**config.mk**
```make
export PLATFORM = sky130hd
export DESIGN_NAME = exe_mem_stage
export DESIGN_NICKNAME = d
export VERILOG_FILES = /design/src/rtl/pipe_pkg.sv /design/src/rtl/alu32.sv /design/src/rtl/exe_mem_stage.sv
export SDC_FILE = /design/constraint.sdc
export NUM_CORES = 1
export LEC_CHECK = 0
export ABC_AREA = 1
export BUFFER_PORTS_ARGS = -buffer_cell sky130_fd_sc_hd__buf_2
export CAP_MARGIN = 15
export CORE_MARGIN = 3
export CORE_UTILIZATION = 40
export DETAILED_ROUTE_END_ITERATION = 8
export GPL_TIMING_DRIVEN = 0
export HOLD_SLACK_MARGIN = 0.02
export PLACE_DENSITY = 0.61
export SLEW_MARGIN = 5
export SYNTH_ARGS = -nofsm -noshare
export SYNTH_HDL_FRONTEND = slang
export SYNTH_SLANG_ARGS = --single-unit
```
**constraint.sdc**
```tcl
create_clock -name reloj -period 10.71 [get_ports reloj]
set_clock_uncertainty 0.15 [all_clocks]
set_input_delay 2.142 -clock reloj [delete_from_list [all_inputs] [get_ports reloj]]
set_output_delay 2.142 -clock reloj [all_outputs]
set_load 0.005 [all_outputs]
```
**src/rtl/pipe_pkg.sv**
```systemverilog
// Shared definitions for the EX/MEM slice: datapath widths, ALU function codes
// and the widths of the fields packed into each lane of the EX/MEM register.
package pipe_pkg;

  localparam int unsigned W          = 32;
  localparam int unsigned RW         = 5;
  localparam int unsigned CTRL_MEM_W = 3;
  localparam int unsigned CTRL_WB_W  = 2;
  localparam int unsigned CTRL_W     = CTRL_MEM_W + CTRL_WB_W;
  localparam int unsigned EXMEM_W    = CTRL_W + 2 * W + RW + 2;

  typedef enum logic [2:0] {
    ALU_ADD = 3'b000,
    ALU_SUB = 3'b001,
    ALU_AND = 3'b010,
    ALU_OR  = 3'b011,
    ALU_XOR = 3'b100,
    ALU_NOR = 3'b101,
    ALU_SLT = 3'b110,
    ALU_SLL = 3'b111
  } alu_fun_e;

endpackage

```
**src/rtl/alu32.sv**
```systemverilog
// Combinational ALU for one execute lane: result, zero flag and signed
// overflow (add/sub only).
module alu32 #(
  parameter int unsigned W = 32
) (
  input  logic [W-1:0] A,
  input  logic [W-1:0] B,
  input  logic [2:0]   fun,
  output logic [W-1:0] y,
  output logic         zero,
  output logic         ovf
);
  import pipe_pkg::*;

  always_comb begin
    y   = '0;
    ovf = 1'b0;
    case (fun)
      ALU_ADD: begin
        y   = A + B;
        ovf = (A[W-1] == B[W-1]) && (y[W-1] != A[W-1]);
      end
      ALU_SUB: begin
        y   = A - B;
        ovf = (A[W-1] != B[W-1]) && (y[W-1] != A[W-1]);
      end
      ALU_AND: y = A & B;
      ALU_OR:  y = A | B;
      ALU_XOR: y = A ^ B;
      ALU_NOR: y = ~(A | B);
      ALU_SLT: y = {{(W-1){1'b0}}, ($signed(A) < $signed(B))};
      ALU_SLL: y = A << B[4:0];
      default: y = '0;
    endcase
  end

  assign zero = (y == '0);

endmodule

```
**src/rtl/exe_mem_stage.sv**
```systemverilog
// Dual-lane execute stage: operand/destination muxing, one ALU per lane, and
// the EX/MEM pipeline register with reset > flush > stall priority.
module exe_mem_stage #(
  parameter int unsigned W  = 32,
  parameter int unsigned RW = 5
) (
  input  logic          reloj,
  input  logic          resetEX,
  input  logic          stallEX,
  input  logic          flushEX,
  input  logic [2:0]    ALU_FUN1,
  input  logic [2:0]    ALU_FUN2,
  input  logic          SEL_ALU1,
  input  logic          SEL_ALU2,
  input  logic          SEL_REG1,
  input  logic          SEL_REG2,
  input  logic [2:0]    ctrl_MEM_exe1,
  input  logic [2:0]    ctrl_MEM_exe2,
  input  logic [1:0]    ctrl_WB_exe1,
  input  logic [1:0]    ctrl_WB_exe2,
  input  logic [W-1:0]  A1,
  input  logic [W-1:0]  A2,
  input  logic [W-1:0]  DOB_exe1,
  input  logic [W-1:0]  DOB_exe2,
  input  logic [W-1:0]  imm_ext_exe1,
  input  logic [W-1:0]  imm_ext_exe2,
  input  logic [RW-1:0] rt_exe1,
  input  logic [RW-1:0] rt_exe2,
  input  logic [RW-1:0] rd_exe1,
  input  logic [RW-1:0] rd_exe2,
  output logic [W-1:0]  ALU_mem1,
  output logic [W-1:0]  ALU_mem2,
  output logic [W-1:0]  DOB_mem1,
  output logic [W-1:0]  DOB_mem2,
  output logic [RW-1:0] dest_mem1,
  output logic [RW-1:0] dest_mem2,
  output logic [2:0]    ctrl_MEM_mem1,
  output logic [2:0]    ctrl_MEM_mem2,
  output logic [1:0]    ctrl_WB_mem1,
  output logic [1:0]    ctrl_WB_mem2,
  output logic          zero_mem1,
  output logic          zero_mem2,
  output logic          ovf_mem1,
  output logic          ovf_mem2
);
  import pipe_pkg::*;

  localparam int unsigned LANE_W = CTRL_W + 2 * W + RW + 2;
  localparam int unsigned DATA_W = LANE_W - CTRL_W;

  logic [W-1:0]  b1, b2, y1, y2;
  logic [RW-1:0] dest1, dest2;
  logic          z1, z2, o1, o2;
  logic [LANE_W-1:0] lane1_d, lane2_d, lane1_q, lane2_q;

  assign b1    = SEL_ALU1 ? imm_ext_exe1 : DOB_exe1;
  assign b2    = SEL_ALU2 ? imm_ext_exe2 : DOB_exe2;
  assign dest1 = SEL_REG1 ? rd_exe1 : rt_exe1;
  assign dest2 = SEL_REG2 ? rd_exe2 : rt_exe2;

  alu32 #(.W(W)) u_alu1 (.A(A1), .B(b1), .fun(ALU_FUN1), .y(y1), .zero(z1), .ovf(o1));
  alu32 #(.W(W)) u_alu2 (.A(A2), .B(b2), .fun(ALU_FUN2), .y(y2), .zero(z2), .ovf(o2));

  // Lane layout MSB..LSB: ctrl_MEM, ctrl_WB, ALU, DOB, dest, zero, ovf
  assign lane1_d = {ctrl_MEM_exe1, ctrl_WB_exe1, y1, DOB_exe1, dest1, z1, o1};
  assign lane2_d = {ctrl_MEM_exe2, ctrl_WB_exe2, y2, DOB_exe2, dest2, z2, o2};

  // Flush only clears the control slice; data still loads and is don't-care.
  always_ff @(posedge reloj) begin
    if (resetEX) begin
      lane1_q <= '0;
      lane2_q <= '0;
    end else if (flushEX) begin
      lane1_q <= {{CTRL_W{1'b0}}, lane1_d[DATA_W-1:0]};
      lane2_q <= {{CTRL_W{1'b0}}, lane2_d[DATA_W-1:0]};
    end else if (!stallEX) begin
      lane1_q <= lane1_d;
      lane2_q <= lane2_d;
    end
  end

  assign {ctrl_MEM_mem1, ctrl_WB_mem1, ALU_mem1, DOB_mem1, dest_mem1, zero_mem1, ovf_mem1} = lane1_q;
  assign {ctrl_MEM_mem2, ctrl_WB_mem2, ALU_mem2, DOB_mem2, dest_mem2, zero_mem2, ovf_mem2} = lane2_q;

endmodule

```
==> impl_results.md <==
- Top FF cell, synth: dfxtp_1
- Largest net degree at the start of global routing: 20
- Top cell by count, worst path: nand2_1
- Ports: 388
- Row count: 86
- Leak: 14.0 nW
- Overall die height: 244 microns
- Cells taking the most area after synthesis: nand2_1, nand3_1, dfxtp_1, ha_1, inv_1
- Kind of critical path: in -> reg
- Tmin final: 6.60 ns
- Gr usage total: 0.405
- Reg2Reg Launch Point: lane1_q[48]$_SDFFE_PP0P_
- Hold-fix buffers at CTS: 0
- PortBufs: 385
- Routed WL: 125000 microns
- Postcts setup bufs: 0
- WL/cell: 23.6 microns
- Root Driver: clkbuf_16
- Mean post-synth cell area: 5.47 sq um
- Number of global-route vias before repair: 28300
- Max-Cap Viols: 0
- CTS tree: yes
- Initial core utilization: 0.407
- Final setup margin: 4.11 ns
- Nets@finish: 4965
- Setup violations, final: 0
- CORE AREA: 0.0554 sq mm
- Hold path start: lane2_q[71]$_SDFFE_PP0N_
- Status: finished, final reports clean
- Deepest clock path buffer count: 2
- Number of synthesized flops with an enable pin: 0
- Fin area: 0.0261 sq mm
- Arr. time, crit path: 6.86 ns
- Initial antenna violation count: 3
- Antenna viol nets, final: 0
- Setup TNS: 0 ns
- Register area share after synthesis: 0.135
- Resized Gates After CTS: 0
- Yosys cell types: 52
- DRT iter0 DRCs: 3170
- Gpl congestion: 1.06
- Fin crit share: 0.616
- Post-synth top area cell: nand2_1
- Synth Net Count: 4558
- Number of H-tree levels: 4
- Synth top area share: 0.174
- Clk sinks: 152
- Placed Area: 0.0255 sq mm
- First drt pass iteration count: 6
- Vias: 30100
- Pwr Density: 105 mW/mm^2
- Post-synthesis cell area: 0.0226 sq mm
- Slew headroom: 0.222
- Pin slew with the least headroom to its limit: 1.15 ns
- Critical Path Start Type: input port
- Crit. End Element: flip-flop
- Worst min path class: reg -> reg
- CTS Buf Count: 17
- Crit. Startpoint: SEL_ALU1
- Hpwl dp: 107000 microns
- Worst-path clk slew: 0.09 ns
- Horiz. Die Dim: 244 microns
- Crit Path Max Fanout: 10
- Slowest library cell on the worst path: clkbuf_1
- FF+latch count, synth: 152
- GRT overflow: 0
- Share of cells above drive strength 1: 0.135
- Slew Viols, Final: 0
- Total die area: 0.0593 sq mm
- Required time of the critical path: 10.98 ns
- Worst-Skew Late Latency: 0.47 ns
- Maximum VDD drop: 0.123 mV
- Max incr delay on CP: 0.53 ns
- First-pass GRT wire length: 180000 microns
- RSZ-0062 raised after global routing: false
- Synthesis Warnings: 0
- Async set or reset register ratio after synthesis: 0
- Worst hold slack: 0.311 ns
- Final hold vios: 0
- Vias/cell: 5.69
- Highest Clock Rate: 0.152 GHz
- Syn-to-layout area delta: 15.6%
- Setup WS pre-CTS: 3.81 ns
- DRC: 0
- Cells after Synth: 4123
==> worst paths after layout <==
check,cells past startpoint,endpoint,slack (ns)
setup / recovery,27,lane1_q[1]$_SDFFE_PP0P_,4.11
hold / removal,2,lane2_q[71]$_SDFFE_PP0N_,0.31
setup reg to reg,3,lane1_q[48]$_SDFFE_PP0P_,9.65
hold reg to reg,2,lane2_q[71]$_SDFFE_PP0N_,0.31
==> where the power goes <==
part	total (mW)	leakage, nW	internal (mW)	switching [mW]
Combinational	1.44	12.4	0.424	1.02
Clock	0.646	0.293	0.318	0.328
Sequential	0.647	1.26	0.613	0.0343
Total	2.74	14.0	1.35	1.38
==> area by class of cell <==
cell class              instances  area (sq um)
multi-input cells            3246         16600
well taps                     748           936
flip-flops and latches        152          3040
clock buffers                  17           425
clock inverters                15           188
diodes                          2          5.00
fillers                      6386         29300
repair buffers                388          1960
plain buffers                 196           943
inverters                     529          1990
==> routing by layer <==
metal	up-vias	track usage	wire, microns
met1	13900	0.458	46000
met5	-	0	0
met3	421	0.0606	9630
li1	14300	-	-
met4	0	0.308	11400
met2	1558	0.689	57900
==> worst max-delay path, delay by kind of cell <==
family                   cells  cell delay [ns]
AO/OA/AOI/OAI                1             0.29
adder cells (fa/ha/maj)      1             0.40
buffers and inverters        7             1.47
AND/OR/NAND/NOR             18             2.53
==> cells in the final DEF, fill, tap and decap left out, types with 5 or more instances in the layout <==
| master | instances |
|---|---|
| nand2_1 | 1046 |
| nand3_1 | 631 |
| inv_1 | 519 |
| nor2_1 | 492 |
| buf_2 | 466 |
| o21ai_0 | 311 |
| ha_1 | 195 |
| a21oi_1 | 193 |
| dfxtp_1 | 152 |
| clkbuf_1 | 81 |
| nand4_1 | 61 |
| or2_2 | 60 |
| o211ai_1 | 35 |
| nor3_1 | 35 |
| o21bai_1 | 31 |
| a221oi_1 | 25 |
| o22ai_1 | 22 |
| clkbuf_16 | 17 |
| buf_4 | 13 |
| a31oi_1 | 13 |
| a211oi_1 | 12 |
| buf_1 | 11 |
| xor2_1 | 11 |
| buf_6 | 8 |
| nand3b_1 | 8 |
| and2_1 | 7 |
| inv_2 | 6 |
| nand2_2 | 5 |
| or2_1 | 5 |
| inv_6 | 5 |
| clkinv_8 | 5 |
==> flip-flops by register name, summed over array words and instances, names as in the netlist <==
signal,count
lane1_q,76
lane2_q,76
==> per-stage QoR <==
stage	instances	power (mW)	utilization
2_1_floorplan	4123	1.50	-
3_5_place_dp	5259	2.05	0.459
3_3_place_gp	5256	2.05	0.459
5_1_grt	5292	2.89	0.471
4_1_cts	5291	2.70	0.470
6_report	5293	2.74	0.471
==> cell usage after synthesis (3+ instances only) <==
library cell and number:
o21ai_1 3, dfxtp_1 152, buf_4 11, a221oi_1 25, a211oi_1 12, nand4_1 61, and2_1 7, nand2_2 5
or2_2 60, clkbuf_2 4, o22ai_1 22, nand3b_1 8, o21ai_4 3, o21a_1 3, o211ai_1 35, ha_1 195
a21oi_1 193, o2111a_1 3, buf_2 81, o21bai_1 31, o221ai_1 4, nor2_1 493, nand3_2 3, o21ai_2 4
a31oi_1 13, nand3_1 631, inv_2 6, o21ai_0 311, inv_1 519, buf_6 8, fa_1 4, nor3_1 35
buf_1 11, xor2_1 11, or2_1 5, nand2_1 1046, clkbuf_1 81
==> kinds of logic after synthesis <==
family / share of synthesized area
and+or+nand+nor: 0.451
buffers and inverters: 0.130
AOI/OAI and AO/OA: 0.168
adders and majority gates: 0.112
xor gates and xnor gates: 0.00427
DFF: 0.135
Note: power is estimated with default switching activity, not from simulation.
